<file path="src/rtl/boot_load_ctrl_if.sv">
// Boot loader bundle: host word stream, data-memory write port and status.
// master = host/top side, slave = boot_load_ctrl.
interface boot_load_ctrl_if;
   logic        start;
   logic        ld_valid;
   logic [31:0] ld_data;
   logic        ld_last;
   logic        ld_ready;
   logic        cpu_reset;
   logic        mem_we;
   logic [31:0] mem_adr;
   logic [31:0] mem_wdata;
   logic [2:0]  mem_funct3;
   logic [15:0] word_count;
   logic        busy;
   logic        done;
   logic        overflow;
   logic [31:0] csum;

   modport master (
      output start, ld_valid, ld_data, ld_last,
      input  ld_ready, cpu_reset, mem_we, mem_adr, mem_wdata, mem_funct3,
             word_count, busy, done, overflow, csum
   );

   modport slave (
      input  start, ld_valid, ld_data, ld_last,
      output ld_ready, cpu_reset, mem_we, mem_adr, mem_wdata, mem_funct3,
             word_count, busy, done, overflow, csum
   );
endinterface

</file>
<file path="src/rtl/boot_load_ctrl.sv">
// boot_load_ctrl: loads an image into data memory from a handshaked word
// stream while holding the CPU in reset, then releases the CPU after a
// fixed hold time. Optional feature: define BOOT_CHECKSUM_EN to get a
// wrapping 32-bit sum of accepted words on csum (tied to 0 otherwise).
module boot_load_ctrl #(
   parameter logic [31:0] BASE_ADDR   = 32'h0000_0000,
   parameter int          DEPTH_WORDS = 64,
   parameter int          RST_HOLD    = 4
) (
   input  logic         clk,
   input  logic         reset,
   boot_load_ctrl_if.slave bl
);

   localparam logic [1:0] S_IDLE = 2'd0;
   localparam logic [1:0] S_LOAD = 2'd1;
   localparam logic [1:0] S_HOLD = 2'd2;
   localparam logic [1:0] S_RUN  = 2'd3;

   localparam int          HW        = $clog2(RST_HOLD + 1);
   localparam logic [HW-1:0] HOLD_INIT = RST_HOLD[HW-1:0];
   localparam logic [15:0] DEPTH16   = DEPTH_WORDS[15:0];

   logic [1:0]    state_q, state_d;
   logic [15:0]   cnt_q, cnt_d;
   logic [HW-1:0] hold_q, hold_d;
   logic          we_q, we_d;
   logic [31:0]   adr_q, adr_d;
   logic [31:0]   wdata_q, wdata_d;
   logic          ovf_q, ovf_d;

   logic          accept;
   logic          start_ok;

   // Ready is a pure state decode; start is honoured only when no load/hold is in flight.
   assign accept   = bl.ld_valid && (state_q == S_LOAD);
   assign start_ok = bl.start && ((state_q == S_IDLE) || (state_q == S_RUN));

   // Next-state and datapath for the load sequence.
   always_comb begin
      state_d = state_q;
      cnt_d   = cnt_q;
      hold_d  = hold_q;
      we_d    = 1'b0;
      adr_d   = adr_q;
      wdata_d = wdata_q;
      ovf_d   = ovf_q;
      case (state_q)
         S_IDLE, S_RUN: begin
            if (start_ok) begin
               state_d = S_LOAD;
               cnt_d   = '0;
               ovf_d   = 1'b0;
            end
         end
         S_LOAD: begin
            if (accept) begin
               we_d    = 1'b1;
               adr_d   = BASE_ADDR + {14'd0, cnt_q, 2'b00};
               wdata_d = bl.ld_data;
               cnt_d   = cnt_q + 16'd1;
               if (bl.ld_last) begin
                  state_d = S_HOLD;
                  hold_d  = HOLD_INIT;
               end else if (cnt_d == DEPTH16) begin
                  // Image larger than the window: stop and flag it.
                  ovf_d   = 1'b1;
                  state_d = S_HOLD;
                  hold_d  = HOLD_INIT;
               end
            end
         end
         default: begin
            // HOLD: count down so the final write commits before release.
            if (hold_q == '0) state_d = S_RUN;
            else              hold_d  = hold_q - HW'(1);
         end
      endcase
   end

   // State and datapath registers; reset drops any word presented alongside it.
   always_ff @(posedge clk) begin
      if (reset) begin
         state_q <= S_IDLE;
         cnt_q   <= '0;
         hold_q  <= '0;
         we_q    <= 1'b0;
         adr_q   <= BASE_ADDR;
         wdata_q <= '0;
         ovf_q   <= 1'b0;
      end else begin
         state_q <= state_d;
         cnt_q   <= cnt_d;
         hold_q  <= hold_d;
         we_q    <= we_d;
         adr_q   <= adr_d;
         wdata_q <= wdata_d;
         ovf_q   <= ovf_d;
      end
   end

`ifdef BOOT_CHECKSUM_EN
   logic [31:0] csum_q, csum_d;

   // Wrapping sum of accepted words, cleared on each new load.
   always_comb begin
      csum_d = csum_q;
      if (start_ok)    csum_d = '0;
      else if (accept) csum_d = csum_q + bl.ld_data;
   end

   // Checksum register.
   always_ff @(posedge clk) begin
      if (reset) csum_q <= '0;
      else       csum_q <= csum_d;
   end

   assign bl.csum = csum_q;
`else
   assign bl.csum = 32'h0;
`endif

   assign bl.ld_ready   = (state_q == S_LOAD);
   assign bl.cpu_reset  = (state_q != S_RUN);
   assign bl.busy       = (state_q == S_LOAD) || (state_q == S_HOLD);
   assign bl.done       = (state_q == S_RUN);
   assign bl.mem_we     = we_q;
   assign bl.mem_adr    = adr_q;
   assign bl.mem_wdata  = wdata_q;
   assign bl.mem_funct3 = 3'b010;
   assign bl.word_count = cnt_q;
   assign bl.overflow   = ovf_q;

endmodule
</file>
<file path="src/flat_wrapper.sv">
// flat-port wrapper written by rule: the top's interface ports become plain ports
module boot_load_ctrl_flat 
#(
   parameter logic [31:0] BASE_ADDR   = 32'h0000_0000,
   parameter int          DEPTH_WORDS = 64,
   parameter int          RST_HOLD    = 4
)
  (clk, reset, bl_start, bl_ld_valid, bl_ld_data, bl_ld_last, bl_ld_ready, bl_cpu_reset, bl_mem_we, bl_mem_adr, bl_mem_wdata, bl_mem_funct3, bl_word_count, bl_busy, bl_done, bl_overflow, bl_csum);
  boot_load_ctrl_if bl_i ();
  input  logic clk;
  input  logic reset;
  input wire logic [$bits(bl_i.start)-1:0] bl_start;
  input wire logic [$bits(bl_i.ld_valid)-1:0] bl_ld_valid;
  input wire logic [$bits(bl_i.ld_data)-1:0] bl_ld_data;
  input wire logic [$bits(bl_i.ld_last)-1:0] bl_ld_last;
  output wire logic [$bits(bl_i.ld_ready)-1:0] bl_ld_ready;
  output wire logic [$bits(bl_i.cpu_reset)-1:0] bl_cpu_reset;
  output wire logic [$bits(bl_i.mem_we)-1:0] bl_mem_we;
  output wire logic [$bits(bl_i.mem_adr)-1:0] bl_mem_adr;
  output wire logic [$bits(bl_i.mem_wdata)-1:0] bl_mem_wdata;
  output wire logic [$bits(bl_i.mem_funct3)-1:0] bl_mem_funct3;
  output wire logic [$bits(bl_i.word_count)-1:0] bl_word_count;
  output wire logic [$bits(bl_i.busy)-1:0] bl_busy;
  output wire logic [$bits(bl_i.done)-1:0] bl_done;
  output wire logic [$bits(bl_i.overflow)-1:0] bl_overflow;
  output wire logic [$bits(bl_i.csum)-1:0] bl_csum;
  assign bl_i.start = bl_start;
  assign bl_i.ld_valid = bl_ld_valid;
  assign bl_i.ld_data = bl_ld_data;
  assign bl_i.ld_last = bl_ld_last;
  assign bl_ld_ready = bl_i.ld_ready;
  assign bl_cpu_reset = bl_i.cpu_reset;
  assign bl_mem_we = bl_i.mem_we;
  assign bl_mem_adr = bl_i.mem_adr;
  assign bl_mem_wdata = bl_i.mem_wdata;
  assign bl_mem_funct3 = bl_i.mem_funct3;
  assign bl_word_count = bl_i.word_count;
  assign bl_busy = bl_i.busy;
  assign bl_done = bl_i.done;
  assign bl_overflow = bl_i.overflow;
  assign bl_csum = bl_i.csum;
  boot_load_ctrl #(.BASE_ADDR(BASE_ADDR), .DEPTH_WORDS(DEPTH_WORDS), .RST_HOLD(RST_HOLD)) u_core (.clk(clk), .reset(reset), .bl(bl_i));
endmodule
</file>
<file path="config.mk">
export PLATFORM = sky130hd
export DESIGN_NAME = boot_load_ctrl_flat
export DESIGN_NICKNAME = d
export VERILOG_FILES = /design/src/rtl/boot_load_ctrl_if.sv /design/src/rtl/boot_load_ctrl.sv /design/src/flat_wrapper.sv
export SDC_FILE = /design/constraint.sdc
export NUM_CORES = 1
export LEC_CHECK = 0
export ABC_AREA = 0
export BUFFER_PORTS_ARGS = -buffer_cell sky130_fd_sc_hd__buf_4
export CAP_MARGIN = 20
export CORE_MARGIN = 4
export CORE_UTILIZATION = 30
export CTS_BUF_LIST = sky130_fd_sc_hd__clkbuf_8
export CTS_CLUSTER_SIZE = 12
export DETAILED_ROUTE_END_ITERATION = 8
export PLACE_DENSITY = 0.63
export SLEW_MARGIN = 0
export SYNTH_ARGS = -nofsm -noshare
export SYNTH_HDL_FRONTEND = slang
export SYNTH_SLANG_ARGS = --single-unit
</file>
<file path="constraint.sdc">
create_clock -name clk -period 3 [get_ports clk]
set_input_delay 0 -clock clk [delete_from_list [all_inputs] [get_ports clk]]
set_output_delay 0 -clock clk [all_outputs]
set_load 0.005 [all_outputs]
</file>
==> flow_summary_export.csv <==
group,metric,value,unit
run_status,status,"completed",
timing,fin_setup_tns,0,ps
worst_setup_path,crit_slowest_cell,"dfxtp_1",
global_route,grt_pass1_wl,15700,um
global_route,antenna_found_initial,0,
worst_setup_path,cp_slowest_stage_delay,510,ps
cts,clk_latency,350,ps
routing,drc,0,
place,dpl.cell_count,687,
layout,layout.nets,627,
routing,viasPerCell,4.59,
timing,timing.slew.headroom,32.4,%
power_and_ir_drop,switching_share,35.2,%
cts,clkTransAtPathRegs,70,ps
logic_synthesis,synth_cell_types,56,
power_and_ir_drop,p_switching,974,uW
timing,hold_viol,0,
layout,final_design_area_no_fill,0.00483,sq mm
layout,stdcell_count,735,
place,place_area,0.00431,sq mm
logic_synthesis,syn_inst,466,
layout,insertedDiodeCount,0,
cts,cts_buffers,9,
worst_setup_path,cp_cell_sequence,"ha_1 > nand3_2 > nor4_4 > xor2_1 > a211oi_2 > a41oi_2 > mux2_1",
worst_setup_path,start_kind,"register",
layout,drive_above_1_share,24.3,%
worst_setup_path,ff2ff_path_depth,7,
worst_setup_path,r2r-start,"u_core.bl.word_count[0]",
logic_synthesis,syn_avg_cell_area,7.85,sq um
power_and_ir_drop,ir_drop,0.302,mV
logic_synthesis,synth_seq_cells,71,
worst_hold_path,hold_path_class,"in -> reg",
worst_setup_path,crit_arrival,2820,ps
worst_hold_path,holdCritStartpoint,"bl_start",
floorplan,rows,40,
logic_synthesis,synthMostInstantiatedCell,"nand2_1",
layout,synthToLayoutAreaGrowth,32.0,%
worst_setup_path,path_buf_inv,0,
layout,multiInputGateArea,0.00187,sq mm
timing,fin_crit_sh,85.9,%
floorplan,die-area,0.0140,sq mm
logic_synthesis,yosys.area.top_type,"dfxtp_1",
place,place_hpwl,6520,um
cts,cts_max_level,3,
logic_synthesis,synth_edf_count,0,
power_and_ir_drop,p_comb_share,33.7,%
cts,cts-root-buf,"clkbuf_8",
power_and_ir_drop,seqPwrFrac,39.5,%
floorplan,start_util,30.6,%
routing,wl_per_cell,13.5,um
floorplan,die-height,118,um
worst_setup_path,crit_type,"reg -> reg",
routing,wirelength,9890,um
logic_synthesis,ys_warn_count,0,
worst_setup_path,worstPathMaxFanout,9,
global_route,grt_max_degree,76,
run,maxCapViolCount,0,
timing,skew,5.64,ps
worst_setup_path,crit_family,"simple AND/OR/NAND/NOR gates",
worst_setup_path,worst_r2r_endpoint,"u_core.hold_q[1]",
power_and_ir_drop,power_density,573,mW/mm^2
timing,hold_slack,41.4,ps
timing,fin_crit,2580,ps
worst_setup_path,rrSetupSlack,420,ps
worst_setup_path,worstPathRequired,3240,ps
worst_hold_path,whs_path_depth,3,
logic_synthesis,synthDominantCellAreaShare,38.9,%
cts,cts_tree,"done",
cts,post_cts_resized,0,
layout,seqCellArea,0.00142,sq mm
layout,fillerInstances,1185,
worst_setup_path,end_kind,"register",
logic_synthesis,async_flop_share,0,%
logic_synthesis,ys.flop_type,"dfxtp_1",
global_route,grt.overflow.total,0,
routing,first_iter_violations,168,
global_route,grt.total_usage,13.8,%
power_and_ir_drop,intPower,1790,uW
logic_synthesis,synth_area,0.00366,sq mm
floorplan,ios,158,
timing,fmax,388,MHz
timing,slew_viol_final,0,
routing,via_count,3375,
cts,clock-sinks,71,
timing,rsz0062_at_grt,"no",
place,place_congestion,0.852,
logic_synthesis,synth-seq-area-share,38.9,%
floorplan,die_w,118,um
cts,clk_path_buf_depth,2,
timing,finalSetupViolCount,0,
global_route,grt_pass1_vias,3149,
logic_synthesis,synthTopCellsByArea,"dfxtp_1 (39%), buf_4 (11%), nand2_1 (11%), a21oi_1 (8.8%), nor2_1 (3.1%)",
floorplan,core-area,0.0120,sq mm
timing,tightest_slew,1010,ps
power_and_ir_drop,clkPwrFrac,26.8,%
routing,dr.pass1.iters,5,
worst_hold_path,min_to,"u_core.bl.overflow",
routing,ant_nets,0,
logic_synthesis,synthTopCellsByCount,"nand2_1 (110), dfxtp_1 (71), a21oi_1 (64), buf_4 (55), nor2_1 (30)",
power_and_ir_drop,power_leakage,0.00203,uW
place,portBuffers,106,
==> sequential cells by signal, indices dropped and copies added, names as in the netlist <==
register / count
u_core.bl.mem_wdata: 32
u_core.state_q: 2
u_core.bl.overflow: 1
u_core.bl.mem_adr: 16
u_core.bl.word_count: 16
u_core.hold_q: 3
u_core.bl.mem_we: 1
==> layout make-up <==
cell class / count / area share (%)
inverter: 7 / 0.544
sequential: 71 / 29.4
clock inverter: 3 / 0.337
tap: 147 / 3.81
clock buffer: 13 / 3.71
timing repair buffer: 140 / 23.4
multi-input combinational: 354 / 38.7
==> cells by family (layout without fill, tap and decap cells) <==
kind of cell             Yosys count  after routing  synth area share, %
XOR/XNOR                           4              4                0.958
flip-flops                        71             71                 38.9
other                              2             51                0.205
AND/OR/NAND/NOR                  183            183                 24.1
adder cells (fa/ha/maj)            7              7                 2.39
buffers and inverters             90            163                 15.2
AO/OA/AOI/OAI                    105            105                 17.1
multiplexers                       4              4                 1.23
==> routing by layer <==
layer	share of wire, %	up-vias	track usage, %
met2	51	108	24.2
met5	0	-	0
li1	-	1693	-
met1	41	1570	15.6
met3	7.2	4	5.55
met4	0.54	0	3.84
==> power groups by stage <==
stage	logic (uW)	clock network, uW	registers (uW)
4_1_cts	935	784	1090
5_1_grt	1030	824	1110
3_5_place_dp	899	0	1110
6_report	933	741	1090
3_3_place_gp	879	0	1110
2_1_floorplan	588	0	1110
==> per-stage QoR <==
step	total power [uW]	utilization (%)	setup slack (ps)
final	2770	40.4	423
after global routing	2960	40.4	224
after CTS	2810	40.4	405
after detailed placement	2010	36.1	420
after global placement	1990	36.1	532
after floorplan	1700	-	711
==> cells in the final DEF, fill, tap and decap left out, types with 4 or more instances in the layout <==
cell type and count:
nand2_1 109, buf_4 108, dfxtp_1 71, a21oi_1 64
conb_1 51, dlygate4sd3_1 32, nor2_1 30, o21ai_0 14
clkbuf_8 13, inv_1 8, nand3_1 7, ha_1 7
nor3_1 5, nor2b_1 4, nor4_1 4, a311oi_1 4
a31oi_1 4, mux2_1 4, a22oi_1 4
==> worst min-delay path, cell delays in order <==
cell and delay [ps]:
buf_4 90, a21oi_1 60, a32o_1 190
==> worst max path at each step <==
stage / from / to / slack, ps / cells after the start
6_report: u_core.bl.word_count[0] / u_core.hold_q[1] / 420 / 7
5_1_grt: u_core.bl.word_count[0] / u_core.hold_q[0] / 220 / 7
3_3_place_gp: u_core.bl.word_count[0] / u_core.hold_q[1] / 530 / 7
2_1_floorplan: u_core.bl.word_count[0] / u_core.hold_q[0] / 710 / 7
3_5_place_dp: u_core.bl.word_count[0] / u_core.hold_q[1] / 420 / 7
4_1_cts: u_core.bl.word_count[0] / u_core.hold_q[1] / 410 / 7
==> what timing repair did <==
| item | CTS | global route |
|---|---|---|
| hold endpoints to repair | 32 | 0 |
| buffers inserted | 0 | 0 |
| setup endpoints to repair | 0 | 0 |
| hold buffers | 32 | 0 |
Power figures use the tool's default switching activity.
